$ cat config.mk
export PLATFORM = sky130hd
export DESIGN_NAME = operand_load_ctrl
export DESIGN_NICKNAME = d
export VERILOG_FILES = /design/src/rtl/operand_load_ctrl.sv
export SDC_FILE = /design/constraint.sdc
export NUM_CORES = 1
export LEC_CHECK = 0
export BUFFER_PORTS_ARGS = -buffer_cell sky130_fd_sc_hd__buf_2
export CORE_UTILIZATION = 59
export DETAILED_ROUTE_END_ITERATION = 10
export PLACE_DENSITY_LB_ADDON = 0.2
export REMOVE_ABC_BUFFERS = 1
export SETUP_SLACK_MARGIN = 0.2
export SLEW_MARGIN = 5
export SYNTH_ARGS = -nofsm -noshare
export SYNTH_HDL_FRONTEND = slang
export SYNTH_SLANG_ARGS = --single-unit
export TNS_END_PERCENT = 1
$ cat constraint.sdc
create_clock -name clk -period 6.4 [get_ports clk]
set_clock_uncertainty 0.1 [all_clocks]
set_input_delay 0.64 -clock clk [delete_from_list [all_inputs] [get_ports clk]]
set_output_delay 0.64 -clock clk [all_outputs]
set_load 0.01 [all_outputs]
$ cat src/rtl/operand_load_ctrl.sv
// Operand loader: synchronised, debounced pushbutton steps an A/B/SHOW FSM that latches sw into reg_a/reg_b.
// Optional registered sum output (reg_a+reg_b) is compiled in with `define OPERAND_LOAD_CTRL_SUM_EN.
module operand_load_ctrl #(
  parameter int unsigned DEBOUNCE_CYCLES = 500000
) (
  input  logic        clk,
  input  logic        reset_n,
  input  logic [15:0] sw,
  input  logic        key_load,
  output logic [15:0] reg_a,
  output logic [15:0] reg_b,
  output logic        load_a,
  output logic        load_b,
  output logic [1:0]  state
`ifdef OPERAND_LOAD_CTRL_SUM_EN
  ,
  output logic [16:0] sum
`endif
);

  localparam int unsigned CW = 20;

  typedef enum logic [1:0] {
    LOAD_A = 2'b00,
    LOAD_B = 2'b01,
    SHOW   = 2'b10
  } state_e;

  logic [1:0]    sync_q, sync_d;
  logic [1:0]    flush_q, flush_d;
  logic          armed_q, armed_d;
  logic          deb_q, deb_d;
  logic [CW-1:0] cnt_q, cnt_d;
  logic [CW-1:0] cnt_inc;
  logic          press_q, press_d;
  state_e        state_q, state_d;
  logic [15:0]   reg_a_q, reg_a_d;
  logic [15:0]   reg_b_q, reg_b_d;
  logic          load_a_q, load_a_d;
  logic          load_b_q, load_b_d;

  assign cnt_inc = cnt_q + 1'b1;

  always_ff @(posedge clk) begin
    if (!reset_n) begin
      sync_q   <= '1;
      flush_q  <= '0;
      armed_q  <= 1'b0;
      deb_q    <= 1'b1;
      cnt_q    <= '0;
      press_q  <= 1'b0;
      reg_a_q  <= '0;
      reg_b_q  <= '0;
      load_a_q <= 1'b0;
      load_b_q <= 1'b0;
    end else begin
      sync_q   <= sync_d;
      flush_q  <= flush_d;
      armed_q  <= armed_d;
      deb_q    <= deb_d;
      cnt_q    <= cnt_d;
      press_q  <= press_d;
      reg_a_q  <= reg_a_d;
      reg_b_q  <= reg_b_d;
      load_a_q <= load_a_d;
      load_b_q <= load_b_d;
    end
  end

  // Presses are only honoured once a released key has been seen after reset,
  // so a key held through reset cannot produce a pulse when it debounces low.
  always_comb begin
    sync_d  = {sync_q[0], key_load};
    flush_d = {flush_q[0], 1'b1};
    armed_d = armed_q | (flush_q[1] & sync_q[1] & deb_q);
    deb_d   = deb_q;
    cnt_d   = '0;
    press_d = 1'b0;
    if (sync_q[1] != deb_q) begin
      if (cnt_inc == CW'(DEBOUNCE_CYCLES)) begin
        deb_d   = sync_q[1];
        press_d = deb_q & armed_q;
      end else begin
        cnt_d = cnt_inc;
      end
    end
  end

  always_ff @(posedge clk) begin
    if (!reset_n) begin
      state_q <= LOAD_A;
    end else begin
      state_q <= state_d;
    end
  end

  always_comb begin
    state_d = state_q;
    case (state_q)
      LOAD_A:  if (press_q) state_d = LOAD_B;
      LOAD_B:  if (press_q) state_d = SHOW;
      SHOW:    if (press_q) state_d = LOAD_A;
      default: state_d = LOAD_A;
    endcase
  end

  always_comb begin
    reg_a_d  = reg_a_q;
    reg_b_d  = reg_b_q;
    load_a_d = 1'b0;
    load_b_d = 1'b0;
    if (press_q && (state_q == LOAD_A)) begin
      reg_a_d  = sw;
      load_a_d = 1'b1;
    end
    if (press_q && (state_q == LOAD_B)) begin
      reg_b_d  = sw;
      load_b_d = 1'b1;
    end
  end

  assign reg_a  = reg_a_q;
  assign reg_b  = reg_b_q;
  assign load_a = load_a_q;
  assign load_b = load_b_q;
  assign state  = state_q;

`ifdef OPERAND_LOAD_CTRL_SUM_EN
  logic [16:0] sum_q, sum_d;

  always_comb begin
    sum_d = sum_q;
    if (load_b_q) sum_d = {1'b0, reg_a_q} + {1'b0, reg_b_q};
  end

  always_ff @(posedge clk) begin
    if (!reset_n) begin
      sum_q <= '0;
    end else begin
      sum_q <= sum_d;
    end
  end

  assign sum = sum_q;
`else
`endif

endmodule

After elaboration in Yosys (flattened, before gate mapping)
Index checks and enable logic that the tools add are counted. W data, S select, Z words.

Logic and storage cells: 40. Input port bits: 19. Register bits after elaboration: 63. Output and inout bits: 36.

Equality and inequality tests: 7. Reductions and logical operators: 7. Mux-type cells: 7. Add/subtract/negate cells: 1. Bitwise logic cells: 6.

Operators with widths (count): $add A20 B1 Y20 const B (1); $eq A20 B19 Y1 const B (1); $mux W2 (3); $ne A2 B2 Y1 const B (3); $pmux W2 S3 (1); $reduce_and A3 Y1 (2); $and A1 B1 Y1 (3); $mux W1 (3); $reduce_or A3 Y1 (1); $eq A2 B1 Y1 const B (1); $eq A2 B2 Y1 const B (1); $logic_and A1 B1 Y1 (2); $logic_not A2 Y1 (1); $not A1 Y1 (2); $reduce_and A2 Y1 (1); $ne A1 B1 Y1 (1); $or A1 B1 Y1 (1).

Depth between registers and ports, before layout
Depth after elaboration: 3. Gate-level depth with buffers: 8. Depth with buffers taken out: 7.

Worst setup path before layout
Ideal clock, no wire load.

Path kind: reg2reg. From: register cnt_q[0]. To: register deb_q. Buffers on the path: 1. Arrival time: 2.372 ns. Library setup time: 0.072 ns. Setup slack: 3.857 ns. Stages on the path, launching flop included: 9. Period minus slack after synthesis: 2.543 ns. Data required time: 6.228 ns. Cell sequence: dfxtp_1 ha_1 clkbuf_1 nand4_1 nor4_1 xnor2_1 nand4b_1 nor4b_4 mux2i_1.

Longest elaborated chain between the ends: 3.

Ends and longest elaborated chain: from (decl) (line 33) `logic [CW-1:0] cnt_q, cnt_d;`; from (signal assigned) (line 61) `cnt_q <= cnt_d;`; $add A20 B1 Y20 (line 42) `assign cnt_inc = cnt_q + 1'b1;`; $eq A20 B19 Y1 (line 80) `if (cnt_inc == CW'(DEBOUNCE_CYCLES)) begin`; $reduce_and A2 Y1 (no source line); to (signal assigned) (line 49) `deb_q <= 1'b1;`; to (signal assigned) (line 60) `deb_q <= deb_d;`; to (decl) (line 32) `logic deb_q, deb_d;`.

Every way passes these cells. A chain may end at the register's enable or synchronous reset.

Final worst setup path
Same ends and word-level chain as after synthesis.

==> results_dict.tcl <==
set metrics [dict create \
    outcome "finished clean" \
    fin_ws_ps 3570 \
    antenna_cells 0 \
    syn_inst 315 \
    grt_pass1_vias 2223 \
    root_buffer "clkbuf_8" \
    cp-end-kind "flip-flop" \
    r2r-end "deb_q$_SDFFE_PN1P_" \
    io_pins 55 \
    synth_area_leaders "dfxtp_1 (45%), nand2_1 (10%), a21boi_0 (9.4%), xnor2_1 (2.8%), xor2_1 (2.8%)" \
    die_h_um 70.9 \
    synth-simple-area-share 0.297 \
    rsz0062_at_grt "no" \
    start_util 0.630 \
    cts.clk_slew.worst_paths_ps 60 \
    wl_mm 5.70 \
    start_kind "flip-flop" \
    die_area_mm2 0.00502 \
    hp-start "sync_q[0]$_SDFF_PN1_" \
    cp_top_family "simple AND/OR/NAND/NOR gates" \
    peakVddDrop_mv 0.209 \
    holdPathEnd "sync_q[1]$_SDFF_PN1_" \
    nNetsFinal 380 \
    crit_slowest_cell "nor4b_4" \
    vias 2284 \
    path_class "reg -> reg" \
    yosys.area.top_type "dfxtp_1" \
    htreeDepth 3 \
    period_needed_ps 2830 \
    worst-r2r-setup-slack_ps 3570 \
    hold_viol 0 \
    layout-drive-gt1-share 0.231 \
    rr_startpoint "cnt_q[0]$_SDFF_PP0_" \
    cap_violations 0 \
    synth-compound-area-share 0.137 \
    cts_setup_buffers 0 \
    synth_top_area_share 0.451 \
    synth_ff_type "dfxtp_1" \
    clk_latency_ps 330 \
    drtPass1Iterations 7 \
    crit_chain "ha_1, nand4_1, nor4_1, xnor2_1, nand4b_1, nor4b_4, mux2i_1" \
    post-route-util 0.718 \
    die_w_um 70.9 \
    cp.arrival_ps 3000 \
    worst_hold_path_type "reg -> reg" \
    tritoncts "yes" \
    setup_tns_ps 0 \
    hold_depth 1 \
    critPathBufInv 0 \
    max_freq_mhz 353 \
    hold_ws_ps 319 \
    power_mw 0.718 \
    stdcell_area_mm2 0.00319 \
    final_cells 415 \
    cts_buffers 9 \
    ys_ff_latch 63 \
    setup_viol 0 \
    ant_nets 0 \
    synth_fa_ha_area_frac 0.00894 \
    ys_seq_area_frac 0.451 \
    leakagePower_nw 1.19 \
    muxShareOfSynthArea 0.00358 \
    tightestPinTransition_ps 1200 \
    cts.path.max_buffers 2 \
    synthXorXnorAreaFrac 0.0563 \
    async_reset_ff_frac 0 \
    startpoint "cnt_q[0]$_SDFF_PP0_" \
    drc 0 \
    synth_cell_types 50 \
    ys.warnings.count 0 \
    crit_path_max_fanout 9 \
    rows 24 \
    area_growth_pct 14.1 \
    postPlaceCellArea_mm2 0.00302 \
    dp.cells 400 \
    relSlewSlack 0.197 \
    synth_edf_count 0 \
    period_share 0.443 \
    avgSynthCellArea_um2 8.89 \
    slew_viol_final 0 \
    grt_max_degree 45 \
    max_stage_delay_ps 620 \
    hold_buffers 0 \
    cts_resized 0 \
    dp_worst_setup_slack_ps 3610 \
    clock_sinks 63 \
    grt_overflow 0 \
    gp_congestion 0.851 \
    core_area_mm2 0.00444 \
    port_buffers 54 \
    grt_usage 0.252 \
    reg2reg_depth 7 \
    first_iter_violations 150 \
    hpwl_mm 3.82 \
    drt-wirelength-per-cell_um 13.7 \
    drt-vias-per-instance 5.50 \
    antenna_found_initial 0 \
    power.density_mw_per_mm2 225 \
    synth_top_family_by_area "simple AND/OR/NAND/NOR gates" \
    cp.required_ps 6560 \
    synth_area_mm2 0.00280 \
    grt_first_pass_wirelength_mm 9.91 \
]
## synth_stat cells (all sizes together), types with 2 or more instances
cell type,count
nand2,76
dfxtp,63
a21boi,35
nor2,16
clkbuf,15
nor3,11
nand3,9
nand4,9
xnor2,9
xor2,9
nor4,7
buf,6
nor3b,6
nor2b,4
a31oi,3
and2,3
and4,3
nand2b,3
o211ai,3
ha,2
inv,2
o21ai,2
## area by class of cell
| type | instances | area, um^2 |
|---|---|---|
| Sequential cell | 63 | 1260 |
| Inverter | 2 | 7.51 |
| Clock buffer | 15 | 176 |
| Multi-Input combinational cell | 229 | 1410 |
| Timing Repair Buffer | 54 | 270 |
| Tap cell | 52 | 65.1 |
| Fill cell | 371 | 1250 |
## where the power goes
| group | leakage (nW) | switching [mW] | total [mW] | internal, mW |
|---|---|---|---|---|
| sequential | 0.509 | 0.00106 | 0.395 | 0.394 |
| combinational | 0.595 | 0.00754 | 0.0156 | 0.00801 |
| clock | 0.0898 | 0.136 | 0.307 | 0.171 |
## cell families (layout without fill, tap and decap cells)
group                    after synthesis  count (layout)
flip-flops                            63              63
AO/OA/AOI/OAI                         50              50
multiplexers                           1               1
buffers and inverters                 23              71
AND/OR/NAND/NOR                      158             158
adder cells (fa/ha/maj)                2               2
XOR/XNOR                              18              18
## worst max-delay path by stage
| stage | end | slack [ps] | cells past startpoint |
|---|---|---|---|
| 3_5_place_dp | deb_q$_SDFFE_PN1P_ | 3610 | 7 |
| 6_report | deb_q$_SDFFE_PN1P_ | 3570 | 7 |
| 4_1_cts | deb_q$_SDFFE_PN1P_ | 3560 | 7 |
| 2_1_floorplan | deb_q$_SDFFE_PN1P_ | 3950 | 7 |
| 5_1_grt | deb_q$_SDFFE_PN1P_ | 3300 | 7 |
| 3_3_place_gp | deb_q$_SDFFE_PN1P_ | 3720 | 7 |
## sequential cells by signal, indices dropped and copies added, names as in the netlist, 2 cells and up
signal   flops
flush_q      2
sync_q       2
reg_b       16
reg_a       16
state        2
cnt_q       20
## cell usage in the layout, fill, tap and decap left out, drive strengths merged, types with 2 or more instances in the layout
| cell type | synthesis | routed |
|---|---|---|
| a21boi | 35 | 35 |
| o21ai | 2 | 2 |
| nor2 | 16 | 16 |
| dfxtp | 63 | 63 |
| nor3 | 11 | 11 |
| inv | 2 | 2 |
| nand3 | 9 | 9 |
| clkbuf | 15 | 15 |
| o211ai | 3 | 3 |
| nand2b | 3 | 3 |
| nand4 | 9 | 9 |
| xnor2 | 9 | 9 |
| nor4 | 7 | 7 |
| a31oi | 3 | 3 |
| xor2 | 9 | 9 |
| ha | 2 | 2 |
| and4 | 3 | 3 |
| buf | 6 | 54 |
| nand2 | 76 | 76 |
| and2 | 3 | 3 |
| nor2b | 4 | 4 |
| nor3b | 6 | 6 |
## metal layers
layer	vias up	share of wire	global-route usage
met3	12	0.055	0.0655
li1	1168	-	-
met1	1040	0.47	0.318
met5	-	0	0
met4	0	0.014	0.0933
met2	64	0.47	0.416
No activity file was read; power rests on OpenSTA's default activity.
